**config.mk**
```make
export PLATFORM = sky130hd
export DESIGN_NAME = lif_spike_ctrl_flat
export DESIGN_NICKNAME = d
export VERILOG_FILES = /design/src/rtl/lif_spike_ctrl_if.sv /design/src/rtl/lif_spike_ctrl.sv /design/src/flat_wrapper.sv
export SDC_FILE = /design/constraint.sdc
export NUM_CORES = 1
export LEC_CHECK = 0
export ABC_AREA = 1
export CORE_MARGIN = 2
export CORE_UTILIZATION = 33
export CTS_BUF_LIST = sky130_fd_sc_hd__clkbuf_16
export CTS_CLUSTER_DIAMETER = 150
export DETAILED_ROUTE_END_ITERATION = 8
export MAX_ROUTING_LAYER = met4
export PLACE_DENSITY = 0.79
export SLEW_MARGIN = 30
export SYNTH_ARGS = -nofsm -noshare
export SYNTH_HDL_FRONTEND = slang
export SYNTH_SLANG_ARGS = --single-unit
```
**constraint.sdc**
```tcl
create_clock -name clk -period 1.6 [get_ports clk]
set_input_delay 0.48 -clock clk [delete_from_list [all_inputs] [get_ports clk]]
set_output_delay 0.48 -clock clk [all_outputs]
set_load 0.01 [all_outputs]
```
**src/rtl/lif_spike_ctrl_if.sv**
```systemverilog
// Event-input and accumulator-side bundle for lif_spike_ctrl.
// The slave modport is the controller's view; the master modport is the environment's view.
interface lif_spike_ctrl_if #(
  parameter int WIDTH = 8
);
  logic             in_valid;
  logic [WIDTH-1:0] in_weight;
  logic             in_ready;
  logic             thresh_hit;
  logic             add_en;
  logic [WIDTH-1:0] add;
  logic             sub_en;
  logic [WIDTH-1:0] sub;
  logic             load_reset;

  modport master (
    output in_valid, in_weight, thresh_hit,
    input  in_ready, add_en, add, sub_en, sub, load_reset
  );

  modport slave (
    input  in_valid, in_weight, thresh_hit,
    output in_ready, add_en, add, sub_en, sub, load_reset
  );
endinterface

```
**src/rtl/lif_spike_ctrl.sv**
```systemverilog
// LIF spike controller: integrates weighted events with a periodic leak, fires and goes refractory.
// LIF_SPIKE_COUNT_EN enables the saturating spike counter; otherwise spike_count is tied to 0.
module lif_spike_ctrl #(
  parameter int WIDTH         = 8,
  parameter int LEAK_PERIOD   = 4,
  parameter int LEAK_AMT      = 1,
  parameter int REFRAC_CYCLES = 3,
  parameter int CNT_W         = 8
) (
  input  logic             clk,
  input  logic             rst_n,
  lif_spike_ctrl_if.slave  bus,
  output logic             spike,
  output logic             refrac,
  input  logic             cnt_clr,
  output logic [CNT_W-1:0] spike_count
);
  localparam int LCW = (LEAK_PERIOD > 1) ? $clog2(LEAK_PERIOD) : 1;
  localparam int RCW = (REFRAC_CYCLES > 1) ? $clog2(REFRAC_CYCLES) : 1;
  localparam logic [LCW-1:0] LEAK_LAST = LCW'(LEAK_PERIOD - 1);
  localparam logic [RCW-1:0] REF_INIT  = RCW'((REFRAC_CYCLES > 0) ? REFRAC_CYCLES - 1 : 0);

  typedef enum logic [1:0] {INTEG, FIRE, REFRAC} state_t;

  state_t         state, state_d;
  logic [LCW-1:0] leak_cnt, leak_cnt_d;
  logic [RCW-1:0] ref_cnt, ref_cnt_d;
  logic           leak_pend, leak_pend_d;
  logic           leak_tick;

  assign leak_tick = (leak_cnt == LEAK_LAST);

  always_ff @(posedge clk or negedge rst_n) begin
    if (!rst_n) begin
      state     <= INTEG;
      leak_cnt  <= '0;
      leak_pend <= 1'b0;
      ref_cnt   <= '0;
    end else begin
      state     <= state_d;
      leak_cnt  <= leak_cnt_d;
      leak_pend <= leak_pend_d;
      ref_cnt   <= ref_cnt_d;
    end
  end

  always_comb begin
    state_d        = state;
    leak_cnt_d     = leak_cnt;
    leak_pend_d    = leak_pend;
    ref_cnt_d      = ref_cnt;
    bus.in_ready   = 1'b0;
    bus.add_en     = 1'b0;
    bus.add        = '0;
    bus.sub_en     = 1'b0;
    bus.sub        = '0;
    bus.load_reset = 1'b0;
    spike          = 1'b0;
    refrac         = 1'b0;
    case (state)
      INTEG: begin
        bus.in_ready = ~bus.thresh_hit;
        leak_cnt_d   = leak_tick ? '0 : leak_cnt + 1'b1;
        // One accumulator op per cycle; a leak that loses arbitration is remembered once.
        if (bus.thresh_hit) begin
          state_d = FIRE;
          if (leak_tick) leak_pend_d = 1'b1;
        end else if (bus.in_valid) begin
          bus.add_en = 1'b1;
          bus.add    = bus.in_weight;
          if (leak_tick) leak_pend_d = 1'b1;
        end else if (leak_pend || leak_tick) begin
          bus.sub_en  = 1'b1;
          bus.sub     = WIDTH'(LEAK_AMT);
          leak_pend_d = 1'b0;
        end
      end
      FIRE: begin
        spike          = 1'b1;
        bus.load_reset = 1'b1;
        leak_cnt_d     = '0;
        leak_pend_d    = 1'b0;
        ref_cnt_d      = REF_INIT;
        state_d        = (REFRAC_CYCLES > 0) ? REFRAC : INTEG;
      end
      REFRAC: begin
        refrac = 1'b1;
        if (ref_cnt == '0) state_d = INTEG;
        else               ref_cnt_d = ref_cnt - 1'b1;
      end
      default: state_d = INTEG;
    endcase
  end

`ifdef LIF_SPIKE_COUNT_EN
  always_ff @(posedge clk or negedge rst_n) begin
    if (!rst_n)                                    spike_count <= '0;
    else if (cnt_clr)                              spike_count <= '0;
    else if (state == FIRE && spike_count != '1)   spike_count <= spike_count + 1'b1;
  end
`else
  logic unused_cnt_clr;
  assign unused_cnt_clr = cnt_clr;
  assign spike_count    = '0;
`endif
endmodule
```
**src/flat_wrapper.sv**
```systemverilog
// flat-port wrapper written by rule: the top's interface ports become plain ports
module lif_spike_ctrl_flat 
#(
  parameter int WIDTH         = 8,
  parameter int LEAK_PERIOD   = 4,
  parameter int LEAK_AMT      = 1,
  parameter int REFRAC_CYCLES = 3,
  parameter int CNT_W         = 8
)
  (clk, rst_n, spike, refrac, cnt_clr, spike_count, bus_in_valid, bus_in_weight, bus_thresh_hit, bus_in_ready, bus_add_en, bus_add, bus_sub_en, bus_sub, bus_load_reset);
  lif_spike_ctrl_if #(.WIDTH(WIDTH)) bus_i ();
  input  logic clk;
  input  logic rst_n;
  output logic spike;
  output logic refrac;
  input  logic cnt_clr;
  output logic [CNT_W-1:0] spike_count;
  input wire logic [$bits(bus_i.in_valid)-1:0] bus_in_valid;
  input wire logic [$bits(bus_i.in_weight)-1:0] bus_in_weight;
  input wire logic [$bits(bus_i.thresh_hit)-1:0] bus_thresh_hit;
  output wire logic [$bits(bus_i.in_ready)-1:0] bus_in_ready;
  output wire logic [$bits(bus_i.add_en)-1:0] bus_add_en;
  output wire logic [$bits(bus_i.add)-1:0] bus_add;
  output wire logic [$bits(bus_i.sub_en)-1:0] bus_sub_en;
  output wire logic [$bits(bus_i.sub)-1:0] bus_sub;
  output wire logic [$bits(bus_i.load_reset)-1:0] bus_load_reset;
  assign bus_i.in_valid = bus_in_valid;
  assign bus_i.in_weight = bus_in_weight;
  assign bus_i.thresh_hit = bus_thresh_hit;
  assign bus_in_ready = bus_i.in_ready;
  assign bus_add_en = bus_i.add_en;
  assign bus_add = bus_i.add;
  assign bus_sub_en = bus_i.sub_en;
  assign bus_sub = bus_i.sub;
  assign bus_load_reset = bus_i.load_reset;
  lif_spike_ctrl #(.WIDTH(WIDTH), .LEAK_PERIOD(LEAK_PERIOD), .LEAK_AMT(LEAK_AMT), .REFRAC_CYCLES(REFRAC_CYCLES), .CNT_W(CNT_W)) u_core (.clk(clk), .rst_n(rst_n), .bus(bus_i), .spike(spike), .refrac(refrac), .cnt_clr(cnt_clr), .spike_count(spike_count));
endmodule
```
==> results of run 1 <==
worst max path at each step:
| stage | startpoint | end | slack (ns) | cells past startpoint |
|---|---|---|---|---|
| 2_1_floorplan | u_core.state[0]$_DFFE_PN0P_ | bus_sub[0] | 0.12 | 4 |
| 6_report | u_core.state[0]$_DFFE_PN0P_ | bus_add[7] | -0.19 | 7 |
| 3_3_place_gp | bus_thresh_hit | bus_add[0] | -0.69 | 5 |
| 4_1_cts | u_core.state[1]$_DFFE_PN0P_ | bus_add[1] | -0.20 | 7 |
| 3_5_place_dp | bus_thresh_hit | bus_add[1] | -0.73 | 5 |
| 5_1_grt | u_core.state[0]$_DFFE_PN0P_ | bus_add[2] | -0.23 | 7 |
area by class of cell:
| class | count | area [um^2] | area share, % |
|---|---|---|---|
| inverters | 21 | 81.3 | 8.20 |
| multi-input cells | 52 | 284 | 28.6 |
| repair buffers | 44 | 352 | 35.4 |
| clock buffers | 3 | 75.1 | 7.57 |
| flip-flops and latches | 7 | 175 | 17.7 |
| clock inverters | 1 | 3.75 | 0.378 |
| well taps | 17 | 21.3 | 2.14 |
state kept, by name (all words and copies together) (netlist names):
signal and flops:
u_core.state 2, u_core.ref_cnt 2, u_core.leak_pend 1, u_core.leak_cnt 2
Yosys cell counts:
cell type / n
buf_4: 17
conb_1: 1
dfrtp_1: 7
ha_1: 2
inv_1: 20
inv_2: 1
nand2_1: 10
nand2_2: 1
nand2_4: 1
nand3_1: 7
nor2_1: 11
nor2_2: 1
nor2_4: 1
o21ai_0: 2
cell usage in the layout, fill, tap and decap left out, drive strengths merged:
cell type	count
buf	33
inv	22
conb	15
nor2	13
nand2	13
clkdlybuf4s50	9
nand3	7
dfrtp	7
clkbuf	3
o21ai	2
ha	2
clkdlybuf4s15	1
dlygate4sd2	1
repair_timing:
action,CTS,global route
gates resized for setup,70,14
pin swaps,8,5
endpoints found under the hold margin,0,0
cloned,1,0
buffers inserted,3,4
endpoints found under the setup margin,15,15
logic make-up after synthesis:
kind of cell	count (synthesis)	share of synthesized area, %
buffers and inverters	38	36.3
and+or+nand+nor	32	26.2
DFF	7	30.8
AOI/OAI and AO/OA	2	1.76
adders and majority gates	2	4.39
other	1	0.659
critical path, cell delays in order, from the launching register on:
cell and delay, ns:
dfrtp_1 0.40, inv_2 0.11, nand2_4 0.06, nor2_4 0.09, buf_6 0.12, nand2_4 0.06, nor2_1 0.09, buf_2 0.14
stage by stage:
step	hold slack, ns	cell area (um^2)
6_report	0.500	992
5_1_grt	0.542	992
4_1_cts	0.506	907
3_5_place_dp	0.490	858
3_3_place_gp	0.480	858
2_1_floorplan	0.184	622
routing by layer:
layer | global-route usage (%) | wire length (um)
met5 | - | 0
met4 | 11.8 | 40
met3 | 3.97 | 65
met2 | 28.7 | 847
met1 | 17.5 | 602
where the power goes:
part / internal (mW) / total [mW] / switching, mW
combinational: 0.445 / 0.865 / 0.420
sequential: 0.253 / 0.300 / 0.0472
clock: 0.325 / 0.422 / 0.0966
total: 1.02 / 1.59 / 0.564
==> results.py, run 1 <==
metrics = {
    "status": {
        "status": "complete, but fails checks",
        "violations": "negative setup slack",
    },
    "placed_design": {
        "place.port_buffers": 26,
        "dp_slack_ns": -0.728,
        "dp_cells": 133,
        "gp_congestion": 0.817,
        "dp_hpwl_um": 1080,
    },
    "worst_setup_path": {
        "cp-end-kind": "output port",
        "crit_path_max_fanout": 5,
        "r2r_end": "u_core.ref_cnt[0]$_DFFE_PN0P_",
        "r2r_slack_ns": 0.45,
        "start_kind": "register",
        "critPathKind": "reg -> out",
        "reg2reg_depth": 7,
        "worstPathRequired_ns": 1.12,
        "arrival_ns": 1.31,
        "reg2reg_from": "u_core.state[1]$_DFFE_PN0P_",
    },
    "sta": {
        "hold_viol": 0,
        "finalWorstSetupSlack_ns": -0.189,
        "totalNegativeSetupSlack_ns": -1.95,
        "skew_ns": 0.00208,
        "setup-violations-final": 15,
        "min_period_ns": 1.79,
        "period_share_pct": 112,
        "slew_violations": 0,
        "fmax_mhz": 559,
        "rsz0062_at_grt": "true",
    },
    "global_routing": {
        "grt_pass1_vias": 562,
        "grt_use_total_pct": 17.2,
        "grt_antenna_before_repair": 0,
        "grt.overflow.total": 0,
        "grt_first_pass_wirelength_um": 2320,
        "grt_max_degree": 8,
    },
    "clock_network": {
        "root_buffer": "clkbuf_16",
        "cts_sinks": 7,
        "hold_buffers": 0,
        "cts_buffers": 3,
        "clock_latency_ns": 0.23,
        "cts_buffer_depth": 2,
        "htree_levels": 1,
        "cts_tree": "done",
        "clk_pin_slew_worst_paths_ns": 0.04,
    },
    "die": {
        "die_y_um": 45.5,
        "ios": 43,
        "start_util_pct": 34.1,
        "core_um2": 1670,
        "die_area_um2": 2070,
        "die_x_um": 45.5,
        "rows": 15,
    },
    "detailed_routing": {
        "drt_iter0_drc": 4,
        "postRouteAntennaNets": 0,
        "vias_per_cell": 4.30,
        "dr_total_vias": 623,
        "wl_um": 1560,
        "firstDrtPassIters": 4,
        "wl_per_cell_um": 10.7,
        "drc": 0,
    },
    "run": {
        "cap_violations": 0,
    },
    "cells_and_area": {
        "antennaDiodeCount": 0,
        "fillers": 147,
        "final_core_util_pct": 59.4,
        "drive_above_1_share_pct": 40.6,
        "areaGrowthSynthToFinish_pct": 74.3,
        "stdcell_count": 145,
        "nets": 144,
    },
    "power_and_ir_drop": {
        "p_leak_nw": 0.614,
        "p_per_area_nw_per_um2": 1600,
        "vdd.ir_drop.worst_mv": 1.17,
        "total_power_mw": 1.59,
    },
    "logic_synthesis": {
        "yosysSeqAreaShare_pct": 30.8,
        "synth.distinct_cells": 14,
        "yosysTopAreaCell": "dfrtp_1",
        "yosys-top-cells-area": "dfrtp_1 (31%), buf_4 (22%), inv_1 (13%)",
        "syn_avg_cell_area_um2": 6.94,
        "ys_ff_latch": 7,
        "yosys_warnings": 0,
        "syn_area_um2": 569,
        "synth_top_area_share_pct": 30.8,
        "post_synth_inst_count": 82,
    },
    "min_path": {
        "worstHoldPathType": "reg -> reg",
        "hold_end": "u_core.ref_cnt[0]$_DFFE_PN0P_",
        "min_path_cells": 2,
        "hold_path.startpoint": "u_core.ref_cnt[0]$_DFFE_PN0P_",
    },
}
Note: power is estimated with default switching activity, not from simulation.
==> run 2: changes to the inputs <==
- REMOVE_ABC_BUFFERS: not set -> 1
==> results.py, run 2 (synthesis results as in run 1) <==
metrics = {
    "status": {
        "status": "complete, but fails checks",
        "violations": "negative setup slack",
    },
    "worst_setup_path": {
        "critPathKind": "in -> out",
        "arrival_ns": 1.26,
        "worstPathRequired_ns": 1.12,
        "cp-end-kind": "output port",
        "crit_path_max_fanout": 4,
        "r2r_slack_ns": 0.52,
        "start_kind": "primary input",
    },
    "clock_network": {
        "cts_buffer_depth": 2,
        "clock_latency_ns": 0.23,
        "root_buffer": "clkbuf_16",
        "clk_pin_slew_worst_paths_ns": 0.04,
        "cts_sinks": 7,
        "htree_levels": 1,
        "cts_tree": "done",
        "cts_buffers": 3,
    },
    "sta": {
        "finalWorstSetupSlack_ns": -0.137,
        "fmax_mhz": 576,
        "totalNegativeSetupSlack_ns": -1.15,
        "rsz0062_at_grt": "true",
        "period_share_pct": 109,
        "whs_ns": 0.504,
        "skew_ns": 0.00107,
        "min_period_ns": 1.74,
        "slew_violations": 0,
        "hold_viol": 0,
        "setup-violations-final": 12,
    },
    "detailed_routing": {
        "dr_total_vias": 584,
        "wl_um": 1340,
        "wl_per_cell_um": 9.46,
        "postRouteAntennaNets": 0,
        "vias_per_cell": 4.11,
        "firstDrtPassIters": 2,
        "drc": 0,
        "drt_iter0_drc": 5,
    },
    "global_routing": {
        "grt_first_pass_wirelength_um": 2360,
        "grt_pass1_vias": 596,
        "grt_max_degree": 8,
        "grt.overflow.total": 0,
        "use_met1_pct": 18.3,
        "grt_use_total_pct": 17.1,
        "grtUsageMet3_pct": 3.97,
        "grt_use_met2_pct": 27.3,
        "grt_antenna_before_repair": 0,
        "gr-max-usage-layer": "met2",
    },
    "placed_design": {
        "dp_slack_ns": -0.766,
        "place_area_um2": 843,
        "gp_congestion": 0.668,
        "place.port_buffers": 26,
        "dp_hpwl_um": 951,
        "dp_cells": 131,
    },
    "cells_and_area": {
        "final_common_cell": "inv_1",
        "final_core_util_pct": 56.4,
        "multi_input_area_um2": 279,
        "fillers": 155,
        "final_area_um2": 942,
        "antennaDiodeCount": 0,
        "stdcell_count": 142,
        "reg_top3": "u_core.leak_cnt: 2 flops, u_core.ref_cnt: 2 flops, u_core.state: 2 flops",
        "regArea_um2": 175,
        "drive_above_1_share_pct": 39.2,
        "nets": 141,
        "final_cell_mix": "inv_1 (18), conb_1 (15), buf_4 (15)",
        "areaGrowthSynthToFinish_pct": 65.5,
    },
    "power_and_ir_drop": {
        "p_per_area_nw_per_um2": 1530,
        "total_power_mw": 1.44,
        "p_leak_nw": 0.584,
        "vdd.ir_drop.worst_mv": 0.672,
    },
    "die": {
        "die_area_um2": 2070,
        "core_um2": 1670,
        "start_util_pct": 34.1,
        "ios": 43,
        "rows": 15,
        "die_y_um": 45.5,
        "die_x_um": 45.5,
    },
    "run": {
        "cap_violations": 0,
    },
    "min_path": {
        "worstHoldPathType": "reg -> reg",
    },
}
-- run 2: per-layer routing --
layer  share of wire [%]  vias up
met1                  36      257
met2                  54       32
li1                    -      291
met3                 8.6        4
met5                   0        -
met4                 2.0        0
-- run 2: final timing paths --
path | from | end | depth (start not counted)
max in group asynchronous | rst_n | u_core.leak_pend$_DFFE_PN0P_ | 1
worst min-delay path | u_core.ref_cnt[0]$_DFFE_PN0P_ | u_core.ref_cnt[0]$_DFFE_PN0P_ | 2
worst min register to register | u_core.ref_cnt[0]$_DFFE_PN0P_ | u_core.ref_cnt[0]$_DFFE_PN0P_ | 2
worst max-delay path | bus_thresh_hit | bus_add[4] | 5
min in group asynchronous | rst_n | u_core.ref_cnt[0]$_DFFE_PN0P_ | 1
worst max register to register | u_core.ref_cnt[0]$_DFFE_PN0P_ | u_core.ref_cnt[1]$_DFFE_PN0P_ | 6
-- run 2: final cells by class --
class                           instances  share of cell area [%]
Timing Repair Buffer                   41                    32.8
Multi-Input combinational cell         52                    29.6
Sequential cell                         7                    18.6
Inverter                               21                    8.37
Clock buffer                            3                    7.97
Tap cell                               17                    2.26
Clock inverter                          1                   0.398
-- run 2: what timing repair did --
action,CTS,global route
setup buffers,6,0
gates cloned,1,0
pin swaps,1,2
hold buffers,0,0
setup endpoints to repair,15,14
resized for setup,72,6
-- run 2: where the power goes --
group	switching, mW	internal [mW]	leakage, nW
sequential	0.0440	0.253	0.0874
combinational	0.370	0.352	0.454
clock	0.0997	0.325	0.0423
-- run 2: critical path: stages --
cell and delay [ns]:
dlygate4sd2_1 0.27, nor2_4 0.17, nand2_2 0.10, nor2_1 0.10
buf_2 0.14
==> run 3: changes to the inputs <==
- CAP_MARGIN: not set -> 30
- SKIP_LAST_GASP: not set -> 1
==> results.py, run 3 (synthesis results as in run 1) <==
metrics = {
    "status": {
        "status": "complete, but fails checks",
        "violations": "negative setup slack",
    },
    "clock_network": {
        "clk_pin_slew_worst_paths_ns": 0.04,
        "htree_levels": 1,
        "cts_buffers": 3,
        "cts_tree": "done",
        "root_buffer": "clkbuf_16",
        "cts_sinks": 7,
        "clock_latency_ns": 0.23,
        "hold_buffers": 0,
        "cts_buffer_depth": 2,
    },
    "die": {
        "core_um2": 1670,
        "die_x_um": 45.5,
        "start_util_pct": 34.1,
        "ios": 43,
        "die_area_um2": 2070,
        "die_y_um": 45.5,
        "rows": 15,
    },
    "detailed_routing": {
        "drt_iter0_drc": 5,
        "dr_total_vias": 582,
        "firstDrtPassIters": 2,
        "drc": 0,
        "postRouteAntennaNets": 0,
        "wl_um": 1360,
        "vias_per_cell": 4.10,
        "wl_per_cell_um": 9.56,
    },
    "worst_setup_path": {
        "reg2reg_depth": 6,
        "arrival_ns": 1.26,
        "endpoint": "bus_add[4]",
        "crit_start": "bus_thresh_hit",
        "path_cells": "dlygate4sd2_1, nor2_4, nand2_2, nor2_1, buf_2",
        "worstPathRequired_ns": 1.12,
        "cp_slowest_stage_delay_ns": 0.27,
        "start_kind": "primary input",
        "critPathKind": "in -> out",
        "r2r_slack_ns": 0.51,
        "reg2reg_from": "u_core.ref_cnt[0]$_DFFE_PN0P_",
        "cp-end-kind": "output port",
        "r2r_end": "u_core.ref_cnt[1]$_DFFE_PN0P_",
        "cpMaxStageDelayCell": "dlygate4sd2_1",
        "crit_path_max_fanout": 4,
    },
    "placed_design": {
        "dp_cells": 131,
        "dp_hpwl_um": 951,
        "place_area_um2": 843,
        "place.port_buffers": 26,
        "dp_slack_ns": -0.766,
        "gp_congestion": 0.668,
    },
    "cells_and_area": {
        "final_area_um2": 942,
        "final_core_util_pct": 56.4,
        "regArea_um2": 175,
        "multi_input_area_um2": 279,
        "fillers": 157,
        "stdcell_count": 142,
        "drive_above_1_share_pct": 39.2,
        "final_cell_mix": "inv_1 (18), conb_1 (15), buf_4 (15)",
        "antennaDiodeCount": 0,
        "reg_top3": "u_core.leak_cnt: 2 flops, u_core.ref_cnt: 2 flops, u_core.state: 2 flops",
        "final_common_cell": "inv_1",
        "areaGrowthSynthToFinish_pct": 65.5,
        "nets": 141,
    },
    "global_routing": {
        "grt_first_pass_wirelength_um": 2360,
        "grt_antenna_before_repair": 0,
        "grt_max_degree": 8,
        "grt_pass1_vias": 592,
        "grt.overflow.total": 0,
        "grt_use_total_pct": 17.2,
    },
    "power_and_ir_drop": {
        "p_leak_nw": 0.584,
        "p_per_area_nw_per_um2": 1530,
        "vdd.ir_drop.worst_mv": 0.677,
    },
    "sta": {
        "finalWorstSetupSlack_ns": -0.137,
        "hold_viol": 0,
        "fmax_mhz": 576,
        "skew_ns": 0.000984,
        "min_period_ns": 1.74,
        "whs_ns": 0.505,
        "rsz0062_at_grt": "true",
        "setup-violations-final": 12,
        "period_share_pct": 109,
        "slew_violations": 0,
    },
    "min_path": {
        "worstHoldPathType": "in -> async",
    },
    "run": {
        "cap_violations": 0,
    },
}
[run 3: layout make-up]
cell class | count | area share (%)
Tap cell | 17 | 2.26
Clock buffer | 3 | 7.97
Inverter | 21 | 8.37
Clock inverter | 1 | 0.398
Timing Repair Buffer | 41 | 32.8
Sequential cell | 7 | 18.6
Multi-Input combinational cell | 52 | 29.6
[run 3: power breakdown]
part | switching (mW) | leakage (nW) | internal, mW
Sequential | 0.0436 | 0.0874 | 0.253
Clock | 0.101 | 0.0423 | 0.326
Combinational | 0.371 | 0.454 | 0.353
[run 3: worst min-delay path by stage]
stage / to / slack, ns / startpoint
2_1_floorplan: u_core.leak_cnt[0]$_DFFE_PN0P_ / 0.18 / rst_n
3_3_place_gp: u_core.leak_cnt[1]$_DFFE_PN0P_ / 0.47 / u_core.leak_cnt[1]$_DFFE_PN0P_
3_5_place_dp: u_core.leak_cnt[1]$_DFFE_PN0P_ / 0.49 / u_core.leak_cnt[1]$_DFFE_PN0P_
4_1_cts: u_core.ref_cnt[1]$_DFFE_PN0P_ / 0.51 / u_core.ref_cnt[1]$_DFFE_PN0P_
5_1_grt: u_core.leak_cnt[0]$_DFFE_PN0P_ / 0.54 / rst_n
6_report: u_core.ref_cnt[0]$_DFFE_PN0P_ / 0.51 / rst_n
[run 3: critical path: cells and delay by family]
kind | cells | cell delay [ns]
simple gates | 3 | 0.37
buf+inv | 2 | 0.41
[run 3: routing by layer]
layer / track usage [%] / share of wire, % / wire [um]
met5: - / 0 / 0
met2: 27.6 / 54 / 736
met1: 18.3 / 35 / 478
met4: 12.4 / 2.0 / 27
met3: 3.97 / 8.5 / 116
[run 3: timing repair]
item / in CTS / in global routing
resized for setup: 71 / 7
buffers inserted: 6 / 0
endpoints found under the setup margin: 15 / 14
pin swaps: 1 / 2
cloned: 1 / 0
[run 3: through the flow]
step	setup TNS (ns)	total power, mW
2_1_floorplan	0	0.611
3_3_place_gp	-8.31	0.902
3_5_place_dp	-8.59	0.925
4_1_cts	-1.29	1.43
5_1_grt	-1.82	1.58
6_report	-1.17	1.45
